$ cat config.mk
export PLATFORM = sky130hd
export DESIGN_NAME = alu_arbiter_flat
export DESIGN_NICKNAME = d
export VERILOG_FILES = /design/src/rtl/alu_arbiter_pkg.sv /design/src/rtl/alu_arbiter_if.sv /design/src/rtl/alu_arbiter_alu.sv /design/src/rtl/alu_arbiter.sv /design/src/flat_wrapper.sv
export SDC_FILE = /design/constraint.sdc
export NUM_CORES = 1
export LEC_CHECK = 0
export BUFFER_PORTS_ARGS = -buffer_cell sky130_fd_sc_hd__buf_2
export CORE_MARGIN = 3
export CORE_UTILIZATION = 30
export CTS_BUF_LIST = sky130_fd_sc_hd__clkbuf_4 sky130_fd_sc_hd__clkbuf_8
export CTS_CLUSTER_DIAMETER = 80
export DETAILED_ROUTE_END_ITERATION = 7
export GPL_ROUTABILITY_DRIVEN = 0
export PLACE_DENSITY = 0.48
export SKIP_CTS_REPAIR_TIMING = 1
export SLEW_MARGIN = 20
export SYNTH_ARGS = -nofsm -noshare
export SYNTH_HDL_FRONTEND = slang
export SYNTH_SLANG_ARGS = --single-unit
$ cat constraint.sdc
create_clock -name clk -period 7.4 [get_ports clk]
set_input_delay 0.74 -clock clk [delete_from_list [all_inputs] [get_ports clk]]
set_output_delay 0.74 -clock clk [all_outputs]
set_load 0.01 [all_outputs]
$ cat src/rtl/alu_arbiter_pkg.sv
// -----------------------------------------------------------------------------
// alu_arbiter_pkg
// Shared definitions for the ALU arbiter slice.
//   ALU_ADD/SUB/AND/OR : 2-bit ALU operation encodings (ctrl field)
//   port_e             : requester index (PORT_INT = integer pipe, PORT_FP = FPU)
//   NUM_PORTS          : number of requesters sharing the ALU
// -----------------------------------------------------------------------------
package alu_arbiter_pkg;

    localparam logic [1:0] ALU_ADD = 2'b00;
    localparam logic [1:0] ALU_SUB = 2'b01;
    localparam logic [1:0] ALU_AND = 2'b10;
    localparam logic [1:0] ALU_OR  = 2'b11;

    typedef enum logic {
        PORT_INT = 1'b0,
        PORT_FP  = 1'b1
    } port_e;

    localparam int NUM_PORTS = 2;

endpackage

$ cat src/rtl/alu_arbiter_if.sv
// -----------------------------------------------------------------------------
// alu_arbiter_if
// One requester port of the ALU arbiter: request handshake plus the
// registered response handshake.
//   valid/ready             : request handshake (ready = grant, may depend on valid)
//   a, b, ctrl              : operands and ALU op
//   rsp_valid/rsp_ready     : response buffer full / consumer takes it
//   rsp_result, rsp_zero    : registered ALU result and zero flag
// Modports: master = requester side, slave = arbiter side.
// -----------------------------------------------------------------------------
interface alu_arbiter_if #(
    parameter int N = 32
);

    logic         valid;
    logic         ready;
    logic [N-1:0] a;
    logic [N-1:0] b;
    logic [1:0]   ctrl;
    logic         rsp_valid;
    logic         rsp_ready;
    logic [N-1:0] rsp_result;
    logic         rsp_zero;

    modport master (
        output valid, a, b, ctrl, rsp_ready,
        input  ready, rsp_valid, rsp_result, rsp_zero
    );

    modport slave (
        input  valid, a, b, ctrl, rsp_ready,
        output ready, rsp_valid, rsp_result, rsp_zero
    );

endinterface

$ cat src/rtl/alu_arbiter_alu.sv
// -----------------------------------------------------------------------------
// alu
// Purely combinational N-bit integer ALU shared by the arbiter.
//   a, b   : operands
//   ctrl   : 00 add, 01 sub, 10 and, 11 or
//   result : N-bit result, add/sub wrap around (no carry/overflow out)
//   zero   : result == 0
// -----------------------------------------------------------------------------
module alu
    import alu_arbiter_pkg::*;
#(
    parameter int N = 32
) (
    input  logic [N-1:0] a,
    input  logic [N-1:0] b,
    input  logic [1:0]   ctrl,
    output logic [N-1:0] result,
    output logic         zero
);

    always_comb begin
        result = '0;
        case (ctrl)
            ALU_ADD: result = a + b;
            ALU_SUB: result = a - b;
            ALU_AND: result = a & b;
            ALU_OR:  result = a | b;
            default: result = '0;
        endcase
    end

    assign zero = (result == '0);

endmodule

$ cat src/rtl/alu_arbiter.sv
// -----------------------------------------------------------------------------
// alu_arbiter
// Shares one integer ALU between the integer pipeline (p0) and the FPU helper
// (p1). One request is granted per cycle, the ALU is driven combinationally
// from the granted port, and the result lands in that port's response buffer
// on the next rising edge (1-cycle latency).
//   clk  : clock
//   rst  : asynchronous active-high reset
//   p0   : integer pipeline port (alu_arbiter_if.slave)
//   p1   : FPU helper port       (alu_arbiter_if.slave)
// Parameters: N = data width, RR = 1 round-robin / 0 fixed priority (p0 first).
// -----------------------------------------------------------------------------
module alu_arbiter
    import alu_arbiter_pkg::*;
#(
    parameter int N  = 32,
    parameter bit RR = 1'b1
) (
    input  logic          clk,
    input  logic          rst,
    alu_arbiter_if.slave  p0,
    alu_arbiter_if.slave  p1
);

    // Per-port views of the two interfaces so both ports share one generate body.
    logic         req_valid      [NUM_PORTS];
    logic [N-1:0] req_a          [NUM_PORTS];
    logic [N-1:0] req_b          [NUM_PORTS];
    logic [1:0]   req_ctrl       [NUM_PORTS];
    logic         rsp_ready      [NUM_PORTS];
    logic         elig           [NUM_PORTS];

    logic         rsp_valid_reg  [NUM_PORTS];
    logic [N-1:0] rsp_result_reg [NUM_PORTS];
    logic         rsp_zero_reg   [NUM_PORTS];

    logic [1:0]   grant;
    port_e        last_grant_reg;

    logic [N-1:0] alu_a;
    logic [N-1:0] alu_b;
    logic [1:0]   alu_ctrl;
    logic [N-1:0] alu_result;
    logic         alu_zero;

    assign req_valid[0] = p0.valid;
    assign req_a[0]     = p0.a;
    assign req_b[0]     = p0.b;
    assign req_ctrl[0]  = p0.ctrl;
    assign rsp_ready[0] = p0.rsp_ready;

    assign req_valid[1] = p1.valid;
    assign req_a[1]     = p1.a;
    assign req_b[1]     = p1.b;
    assign req_ctrl[1]  = p1.ctrl;
    assign rsp_ready[1] = p1.rsp_ready;

    // Grant is gated by rst so ready reads 0 throughout reset.
    always_comb begin
        grant = 2'b00;
        if (!rst) begin
            if (elig[0] && elig[1]) begin
                if (RR && (last_grant_reg == PORT_INT)) begin
                    grant[1] = 1'b1;
                end else begin
                    grant[0] = 1'b1;
                end
            end else begin
                grant[0] = elig[0];
                grant[1] = elig[1];
            end
        end
    end

    // Idle cycles park the ALU on zero operands to avoid needless toggling.
    always_comb begin
        alu_a    = '0;
        alu_b    = '0;
        alu_ctrl = ALU_ADD;
        if (grant[0]) begin
            alu_a    = req_a[0];
            alu_b    = req_b[0];
            alu_ctrl = req_ctrl[0];
        end else if (grant[1]) begin
            alu_a    = req_a[1];
            alu_b    = req_b[1];
            alu_ctrl = req_ctrl[1];
        end
    end

    alu #(
        .N (N)
    ) u_alu (
        .a      (alu_a),
        .b      (alu_b),
        .ctrl   (alu_ctrl),
        .result (alu_result),
        .zero   (alu_zero)
    );

    // Round-robin pointer only moves when something was actually granted.
    always_ff @(posedge clk or posedge rst) begin
        if (rst) begin
            last_grant_reg <= PORT_FP;
        end else if (grant[0]) begin
            last_grant_reg <= PORT_INT;
        end else if (grant[1]) begin
            last_grant_reg <= PORT_FP;
        end
    end

    genvar gi;
    generate
        for (gi = 0; gi < NUM_PORTS; gi++) begin : g_port
            // A buffer that is being drained this cycle counts as free.
            assign elig[gi] = req_valid[gi] && (!rsp_valid_reg[gi] || rsp_ready[gi]);

            // Response buffer: a grant overwrites (even while draining), so a
            // port can sustain one op per cycle; a drain alone only clears valid.
            always_ff @(posedge clk or posedge rst) begin
                if (rst) begin
                    rsp_valid_reg[gi]  <= 1'b0;
                    rsp_result_reg[gi] <= '0;
                    rsp_zero_reg[gi]   <= 1'b0;
                end else if (grant[gi]) begin
                    rsp_valid_reg[gi]  <= 1'b1;
                    rsp_result_reg[gi] <= alu_result;
                    rsp_zero_reg[gi]   <= alu_zero;
                end else if (rsp_valid_reg[gi] && rsp_ready[gi]) begin
                    rsp_valid_reg[gi]  <= 1'b0;
                end
            end
        end
    endgenerate

    assign p0.ready      = grant[0];
    assign p0.rsp_valid  = rsp_valid_reg[0];
    assign p0.rsp_result = rsp_result_reg[0];
    assign p0.rsp_zero   = rsp_zero_reg[0];

    assign p1.ready      = grant[1];
    assign p1.rsp_valid  = rsp_valid_reg[1];
    assign p1.rsp_result = rsp_result_reg[1];
    assign p1.rsp_zero   = rsp_zero_reg[1];

endmodule

$ cat src/flat_wrapper.sv
// flat-port wrapper written by rule: the top's interface ports become plain ports
module alu_arbiter_flat import alu_arbiter_pkg::*;
#(
    parameter int N  = 32,
    parameter bit RR = 1'b1
)
  (clk, rst, p0_valid, p0_a, p0_b, p0_ctrl, p0_rsp_ready, p0_ready, p0_rsp_valid, p0_rsp_result, p0_rsp_zero, p1_valid, p1_a, p1_b, p1_ctrl, p1_rsp_ready, p1_ready, p1_rsp_valid, p1_rsp_result, p1_rsp_zero);
  alu_arbiter_if #(.N(N)) p0_i ();
  alu_arbiter_if #(.N(N)) p1_i ();
  input  logic clk;
  input  logic rst;
  input wire logic [$bits(p0_i.valid)-1:0] p0_valid;
  input wire logic [$bits(p0_i.a)-1:0] p0_a;
  input wire logic [$bits(p0_i.b)-1:0] p0_b;
  input wire logic [$bits(p0_i.ctrl)-1:0] p0_ctrl;
  input wire logic [$bits(p0_i.rsp_ready)-1:0] p0_rsp_ready;
  output wire logic [$bits(p0_i.ready)-1:0] p0_ready;
  output wire logic [$bits(p0_i.rsp_valid)-1:0] p0_rsp_valid;
  output wire logic [$bits(p0_i.rsp_result)-1:0] p0_rsp_result;
  output wire logic [$bits(p0_i.rsp_zero)-1:0] p0_rsp_zero;
  input wire logic [$bits(p1_i.valid)-1:0] p1_valid;
  input wire logic [$bits(p1_i.a)-1:0] p1_a;
  input wire logic [$bits(p1_i.b)-1:0] p1_b;
  input wire logic [$bits(p1_i.ctrl)-1:0] p1_ctrl;
  input wire logic [$bits(p1_i.rsp_ready)-1:0] p1_rsp_ready;
  output wire logic [$bits(p1_i.ready)-1:0] p1_ready;
  output wire logic [$bits(p1_i.rsp_valid)-1:0] p1_rsp_valid;
  output wire logic [$bits(p1_i.rsp_result)-1:0] p1_rsp_result;
  output wire logic [$bits(p1_i.rsp_zero)-1:0] p1_rsp_zero;
  assign p0_i.valid = p0_valid;
  assign p0_i.a = p0_a;
  assign p0_i.b = p0_b;
  assign p0_i.ctrl = p0_ctrl;
  assign p0_i.rsp_ready = p0_rsp_ready;
  assign p0_ready = p0_i.ready;
  assign p0_rsp_valid = p0_i.rsp_valid;
  assign p0_rsp_result = p0_i.rsp_result;
  assign p0_rsp_zero = p0_i.rsp_zero;
  assign p1_i.valid = p1_valid;
  assign p1_i.a = p1_a;
  assign p1_i.b = p1_b;
  assign p1_i.ctrl = p1_ctrl;
  assign p1_i.rsp_ready = p1_rsp_ready;
  assign p1_ready = p1_i.ready;
  assign p1_rsp_valid = p1_i.rsp_valid;
  assign p1_rsp_result = p1_i.rsp_result;
  assign p1_rsp_zero = p1_i.rsp_zero;
  alu_arbiter #(.N(N), .RR(RR)) u_core (.clk(clk), .rst(rst), .p0(p0_i), .p1(p1_i));
endmodule
==> results of run 1 <==
[worst max-delay path, stage by stage]
cell and delay [ns]:
buf_2 0.10, nand2b_1 0.22, o211a_1 0.20, nand2_2 0.09, clkinv_1 0.11, a22oi_1 0.32, ha_1 0.32, o2111ai_2 0.20
nor4_4 0.36, o221ai_2 0.16, or3_1 0.39, or4_4 0.49, o21ai_1 0.18, xnor2_1 0.14, ha_1 0.31, nand2_1 0.17
inv_1 0.08, a41o_1 0.29, and3_1 0.18, a21oi_1 0.25, nor4_1 0.11, or3b_1 0.40, or4_1 0.55, nor4_2 0.18
nand2_1 0.08, o21ai_1 0.12
[Yosys cell counts, types with 7 or more instances]
cell	n
o21ai_0	95
nand3_1	11
nor3_1	12
a22o_1	17
or3_1	10
a21o_1	15
a22oi_1	44
inv_1	9
o211ai_1	13
xnor2_1	23
nor2b_1	8
a21oi_1	61
xor2_1	26
nor2_1	98
and3_1	9
buf_1	9
nand4_1	9
o22ai_1	10
nand2b_1	13
o21ai_1	8
nand2_1	152
buf_2	9
ha_1	34
dfrtp_1	68
clkbuf_1	44
a211oi_1	7
maj3_1	15
[metal layers]
layer  track usage  vias up  wire, um
li1              -     3838         -
met1         0.335     3702     14400
met2         0.326      288     12100
met3        0.0219       29      1470
met4        0.0466        0       527
met5             0        -         0
[worst min-delay path by stage]
stage                              endpoint               startpoint
global placement    u_core.p1.rsp_result[9]  u_core.p1.rsp_result[9]
floorplan             u_core.last_grant_reg    u_core.last_grant_reg
CTS                     u_core.p0.rsp_valid                      rst
finish                  u_core.p0.rsp_valid                      rst
detailed placement  u_core.p1.rsp_result[2]  u_core.p1.rsp_result[2]
global route            u_core.p0.rsp_valid                      rst
[final cells by class]
cell class	count	area, um^2	share of cell area
Multi-Input combinational cell	802	5020	0.586
Sequential cell	69	1730	0.202
Timing Repair Buffer	228	1190	0.139
Tap cell	313	392	0.0457
Clock buffer	15	188	0.0219
Inverter	10	38.8	0.00453
Clock inverter	1	5.00	0.000585
[power by group]
part           total, mW  leakage (nW)  switching (mW)  internal [mW]
logic               1.34          3.11           0.840          0.504
registers          0.621         0.880          0.0868          0.534
clock network      0.293         0.104           0.133          0.160
total               2.26          4.09            1.06           1.20
[logic make-up after synthesis]
kind of cell	after synthesis	synth area share
AND/OR/NAND/NOR	353	0.230
buffers and inverters	73	0.0416
multiplexers	6	0.00854
flip-flops	69	0.246
adder cells (fa/ha/maj)	50	0.0847
XOR/XNOR	49	0.0610
AO/OA/AOI/OAI	344	0.328
==> impl_metrics.toml, run 1 <==
[final_layout]
syn_to_final_growth_pct = 21.8
layout.nets = 1293
fin_util = 0.375
final_layout_size_suffix_gt1_frac = 0.239
design_area_um2 = 8560
final_common_cell = "buf_2"
final_cell_mix = "buf_2 (207), nand2_1 (150), nor2_1 (97)"
finalNonFillerCells = 1438
diodes = 0
final.fill_count = 2515

[synth]
yosysTopAreaCell = "dfrtp_1"
yosysWarnings = 0
syn_inst = 944
ys_top_cells_by_area = "dfrtp_1 (24%), nand2_1 (8.1%), o21ai_0 (6.8%), ha_1 (6.1%), nor2_1 (5.2%)"
synth_enable_flop_cells = 0
yosysSeqAreaShare = 0.246
synth_cell_types = 76
synth_ff_type = "dfrtp_1"
synth_top_area_frac = 0.242
syn-num-nets = 1117
syn_area_um2 = 7030
synth.ff_latch_count = 69
synth.avg_cell_area_um2 = 7.45
synthArstFlopShare = 1.00

[sta]
fin_crit_sh = 0.874
hold_viol = 0
finalSetupViolCount = 0
finalMaxSlewViolations = 0
fin_setup_tns_ns = 0
setup_slack_ns = 0.935
rsz0062_at_grt = "no"
slew_headroom = 0.427
fmax_mhz = 155
worst_slew_pin_slew_ns = 0.850
clock_skew_ns = 0.00735
period_minus_slack_ns = 6.46
whs_ns = 0.269

[cts]
clk_latency_ns = 0.34
clkSlewWorstSetupHoldPaths_ns = 0.07
cts_tree = "done"
cts.path.max_buffers = 2
cts.sinks = 69
numCtsBuffers = 9
root_buffer = "clkbuf_8"
htree_levels = 3

[min_path]
hold_path_class = "in2async"

[floorplan]
core_area_um2 = 22800
start_util = 0.308
num_rows = 55
die_h_um = 159
ios = 208
die-area_um2 = 25300
dieWidth_um = 159

[placement]
place_hpwl_um = 22300
pre_cts_ws_ns = 0.652
port-buffer-count = 207
dp_cells = 1422
placed_cell_area_um2 = 8370

[power_and_ir_drop]
p_leak_nw = 4.09
p_per_area_nw_per_um2 = 264
p_total_mw = 2.26
peakVddDrop_v = 0.0000940

[critical_path]
reg2reg_slack_ns = 1.04
cp.arrival_ns = 6.74
worstSetupStartpointType = "input pin"
worst_r2r_endpoint = "u_core.p0.rsp_zero"
crit_start = "p0_rsp_ready"
end_kind = "flip-flop"
cp_max_fo = 6
rr_startpoint = "u_core.p1.rsp_valid"
cp-endpoint = "u_core.p0.rsp_zero"
r2r_cells = 25
required_ns = 7.68
critPathKind = "in2reg"

[drt]
first_iter_violations = 578
dr.pass1.iters = 6
via_per_inst = 5.46
ant_nets = 0
drcViolationCount = 0
vias = 7857
wl_um = 28600
wl_per_cell_um = 19.9

[grt]
grt_usage = 0.217
first_global_vias = 7350
antenna_found_initial = 0
gr-total-overflow = 0
grt_max_degree = 69
grt_pass1_wl_um = 44000

[job]
drv_cap = 0

[run_status]
status = "finished clean"
Power figures use the tool's default switching activity.
==> inputs of run 2 (changes only) <==
--- a/config.mk
+++ b/config.mk
@@ -15,5 +15,5 @@
 export PLACE_DENSITY = 0.48
 export SKIP_CTS_REPAIR_TIMING = 1
-export SLEW_MARGIN = 20
+export SLEW_MARGIN = 15
 export SYNTH_ARGS = -nofsm -noshare
 export SYNTH_HDL_FRONTEND = slang
==> constraint.sdc (replaced) <==
create_clock -name clk -period 6.9 [get_ports clk]
set_input_delay 0.69 -clock clk [delete_from_list [all_inputs] [get_ports clk]]
set_output_delay 0.69 -clock clk [all_outputs]
set_load 0.02 [all_outputs]
==> run 2 against run 1 <==
Effect of this change:
- sequential power increased by 6.8%
- clock skew decreased by 0.0031 ns
- critical path depth unchanged
- design area increased by 0.70%
- sequential cell count unchanged
- global-route usage increased by 0.17 points
- critical endpoint unchanged
- non-clock buffer count increased by 9
==> impl_metrics.toml, run 2 (same netlist as run 1, synthesis figures left out) <==
[min_path]
hold_path_class = "reg2reg"

[final_layout]
finalNonFillerCells = 1446
final_layout_size_suffix_gt1_frac = 0.244
layout.nets = 1302
diodes = 0
final.fill_count = 2495
syn_to_final_growth_pct = 22.6
final_cell_mix = "buf_2 (207), nand2_1 (150), nor2_1 (97)"
final_common_cell = "buf_2"

[grt]
grt_max_degree = 65
grt_usage = 0.219
gr-total-overflow = 0
first_global_vias = 7547
antenna_found_initial = 0
grt_pass1_wl_um = 44200

[placement]
place_hpwl_um = 22800
port-buffer-count = 207
dp_cells = 1431

[power_and_ir_drop]
p_leak_nw = 4.13
p_per_area_nw_per_um2 = 297
peakVddDrop_v = 0.000133

[sta]
fmax_mhz = 158
fin_crit_sh = 0.918
finalSetupViolCount = 0
rsz0062_at_grt = "no"
finalMaxSlewViolations = 0
hold_viol = 0
slew_headroom = 0.386
worst_slew_pin_slew_ns = 0.917
clock_skew_ns = 0.00426
period_minus_slack_ns = 6.33
fin_setup_tns_ns = 0

[critical_path]
critPathKind = "in2reg"
slowest_delay_ns = 0.55
cp.arrival_ns = 6.60
required_ns = 7.17
cp_top_family = "simple AND/OR/NAND/NOR gates"
cp_max_fo = 6
worstSetupStartpointType = "input pin"
end_kind = "flip-flop"
critical_path_buf_inv_count = 3
cp_slowest_cell = "or4_1"

[drt]
first_iter_violations = 514
vias = 7911
drcViolationCount = 0
via_per_inst = 5.47
dr.pass1.iters = 5
wl_per_cell_um = 20.0
ant_nets = 0
wl_um = 29000

[cts]
clkSlewWorstSetupHoldPaths_ns = 0.07
cts.sinks = 69
clk_latency_ns = 0.34
cts_tree = "done"
cts.path.max_buffers = 2
numCtsBuffers = 9
htree_levels = 3
root_buffer = "clkbuf_8"

[floorplan]
die-area_um2 = 25300
die_h_um = 159
core_area_um2 = 22800
num_rows = 55
start_util = 0.308
ios = 208
dieWidth_um = 159

[run_status]
status = "finished clean"

[job]
drv_cap = 0
## run 2: changes by cell type in the layout (fill, tap and decap cells not counted), sizes merged
cell	change
buf	+9
clkbuf	-1
## run 2: path summary, 6_finish.rpt
path                                          startpoint                        to  slack, ns  cells after the start
worst max-delay path                        p0_rsp_ready        u_core.p0.rsp_zero       0.57                     26
worst min-delay path            u_core.p1.rsp_result[29]  u_core.p1.rsp_result[29]       0.47                      2
worst max register to register       u_core.p1.rsp_valid        u_core.p0.rsp_zero       0.63                     25
worst min register to register  u_core.p1.rsp_result[29]  u_core.p1.rsp_result[29]       0.47                      2
max in group asynchronous                            rst  u_core.p1.rsp_result[13]       5.40                      4
min in group asynchronous                            rst       u_core.p0.rsp_valid       0.58                      3
## run 2: tightest hold or removal path, delay by kind of cell, from the launching register on
kind | cells | cell delay (ns)
DFF | 1 | 0.34
AOI/OAI and AO/OA | 1 | 0.06
and+or+nand+nor | 1 | 0.04
## run 2: area by class of cell
class / count / area (um^2) / area share
multi-input cells: 802 / 5020 / 0.582
flip-flops and latches: 69 / 1730 / 0.200
repair buffers: 237 / 1260 / 0.146
inverters: 10 / 38.8 / 0.00450
clock buffers: 14 / 180 / 0.0209
well taps: 313 / 392 / 0.0454
clock inverters: 1 / 5.00 / 0.000580
## run 2: metal layers
metal / track usage / part of all wire / vias to the layer above / routed length [um]
met4: 0.0517 / 0.017 / 0 / 490
met1: 0.329 / 0.50 / 3759 / 14400
met5: 0 / 0 / - / 0
met3: 0.0226 / 0.057 / 28 / 1660
met2: 0.337 / 0.43 / 277 / 12400
li1: - / - / 3847 / -
## run 2: stage by stage
| stage | hold slack (ns) | utilization | cell area, um^2 | total power [mW] | setup WS (ns) |
|---|---|---|---|---|---|
| after floorplan | 0.503 | - | 7030 | 1.69 | 0.272 |
| after global placement | 0.455 | 0.369 | 8440 | 2.25 | 0.426 |
| after detailed placement | 0.458 | 0.369 | 8440 | 2.25 | 0.303 |
| after CTS | 0.474 | 0.377 | 8620 | 2.57 | 0.642 |
| after global routing | 0.494 | 0.377 | 8620 | 2.76 | 0.113 |
| final | 0.471 | 0.377 | 8620 | 2.56 | 0.567 |
## run 2: power breakdown
group	switching [mW]	total, mW	internal, mW
registers	0.0898	0.663	0.573
clock network	0.140	0.305	0.166
logic	1.04	1.59	0.552
total	1.27	2.56	1.29
==> inputs of run 3 (changes only) <==
- BUFFER_PORTS_ARGS: -buffer_cell sky130_fd_sc_hd__buf_2 -> -buffer_cell sky130_fd_sc_hd__buf_4
==> run 3 against run 2 <==
Effect of this change:
- first-iteration DRC count up 6.6%
- core utilization is 2.3 points higher
- via count down 0.47%
- worst hold slack worse by 0.23 ns
- count of clock-buffer cells in the layout fell by 2
- sequential cell count unchanged
- power grew 6.3%
- critical path type unchanged
- critical endpoint is now u_core.p1.rsp_zero
- highest routed layer unchanged
==> impl_metrics.toml, run 3 (same netlist as run 1, synthesis figures left out) <==
[run_status]
status = "finished clean"

[floorplan]
core_area_um2 = 22800
dieWidth_um = 159
num_rows = 55
start_util = 0.308
die-area_um2 = 25300
ios = 208
die_h_um = 159

[power_and_ir_drop]
p_seq_frac = 0.248
netSwitchingFraction = 0.474
clock_power_share = 0.126
power.internal_mw = 1.43
netSwitchingPower_mw = 1.29
peakVddDrop_v = 0.000127
combPwrFrac = 0.625
p_per_area_nw_per_um2 = 298
p_leak_nw = 4.26

[final_layout]
final_common_cell = "buf_4"
fin_util = 0.400
final_layout_size_suffix_gt1_frac = 0.240
layout.nets = 1295
final_cell_mix = "buf_4 (228), nand2_1 (150), nor2_1 (97)"
syn_to_final_growth_pct = 30.0
design_area_um2 = 9140
diodes = 0

[placement]
pre_cts_ws_ns = 0.230
port-buffer-count = 207
place_hpwl_um = 22700
placed_cell_area_um2 = 8930

[drt]
ant_nets = 0
first_iter_violations = 548
dr.pass1.iters = 5
wl_per_cell_um = 20.3
vias = 7874
drcViolationCount = 0
via_per_inst = 5.47
wl_um = 29200

[cts]
htree_levels = 3
clkSlewWorstSetupHoldPaths_ns = 0.07
clk_latency_ns = 0.35
cts.sinks = 69
root_buffer = "clkbuf_8"
cts_tree = "done"
numCtsBuffers = 9
cts.path.max_buffers = 2

[sta]
hold_viol = 0
worst_slew_pin_slew_ns = 0.906
fin_crit_sh = 0.919
whs_ns = 0.242
slew_headroom = 0.394
setup_slack_ns = 0.560
fin_setup_tns_ns = 0
clock_skew_ns = 0.00837
period_minus_slack_ns = 6.34
rsz0062_at_grt = "no"
finalMaxSlewViolations = 0
finalSetupViolCount = 0
fmax_mhz = 158

[critical_path]
reg2reg_slack_ns = 0.61
rr_startpoint = "u_core.p1.rsp_valid"
critPathKind = "in2reg"
slowest_delay_ns = 0.55
cp.arrival_ns = 6.61
required_ns = 7.17
worstSetupStartpointType = "input pin"
path_depth = 26
cp_slowest_cell = "or4_1"
r2r_cells = 25
cp_max_fo = 6
end_kind = "flip-flop"
critical_path_buf_inv_count = 3
crit_start = "p0_rsp_ready"
cp_top_family = "simple AND/OR/NAND/NOR gates"
worst_r2r_endpoint = "u_core.p1.rsp_zero"

[job]
drv_cap = 0

[grt]
grt_pass1_wl_um = 44900
antenna_found_initial = 0
grt_usage = 0.222
gr-total-overflow = 0
grt_max_degree = 75
first_global_vias = 7514

[min_path]
hold_path_class = "in2async"
run 3: how the worst max path moves through the flow:
stage	endpoint
3_5_place_dp	u_core.p1.rsp_zero
5_1_grt	u_core.p1.rsp_zero
2_1_floorplan	u_core.p0.rsp_zero
4_1_cts	u_core.p1.rsp_zero
3_3_place_gp	u_core.p0.rsp_zero
6_report	u_core.p1.rsp_zero
run 3: layout make-up:
| type | count | area, um^2 |
|---|---|---|
| clock inverters | 4 | 45.0 |
| inverters | 10 | 38.8 |
| clock buffers | 12 | 165 |
| multi-input cells | 802 | 5020 |
| well taps | 313 | 392 |
| fillers | 2484 | 13700 |
| repair buffers | 230 | 1750 |
| flip-flops and latches | 69 | 1730 |
run 3: metal layers:
metal | up-vias | global-route usage | share of wire
met5 | - | 0 | 0
met4 | 0 | 0.0426 | 0.014
met3 | 21 | 0.0297 | 0.057
met2 | 273 | 0.337 | 0.43
met1 | 3730 | 0.337 | 0.50
li1 | 3850 | - | -
run 3: through the flow:
stage               total power, mW  cells
floorplan                      1.69    944
global placement               2.37   1424
detailed placement             2.38   1424
CTS                            2.73   1440
global route                   2.93   1440
finish                         2.72   1440
run 3: power groups by stage:
stage	logic (mW)	clock network (mW)	registers (mW)
finish	1.70	0.344	0.676
global route	1.86	0.372	0.700
CTS	1.70	0.355	0.678
detailed placement	1.69	0	0.686
global placement	1.68	0	0.685
floorplan	0.821	0	0.871
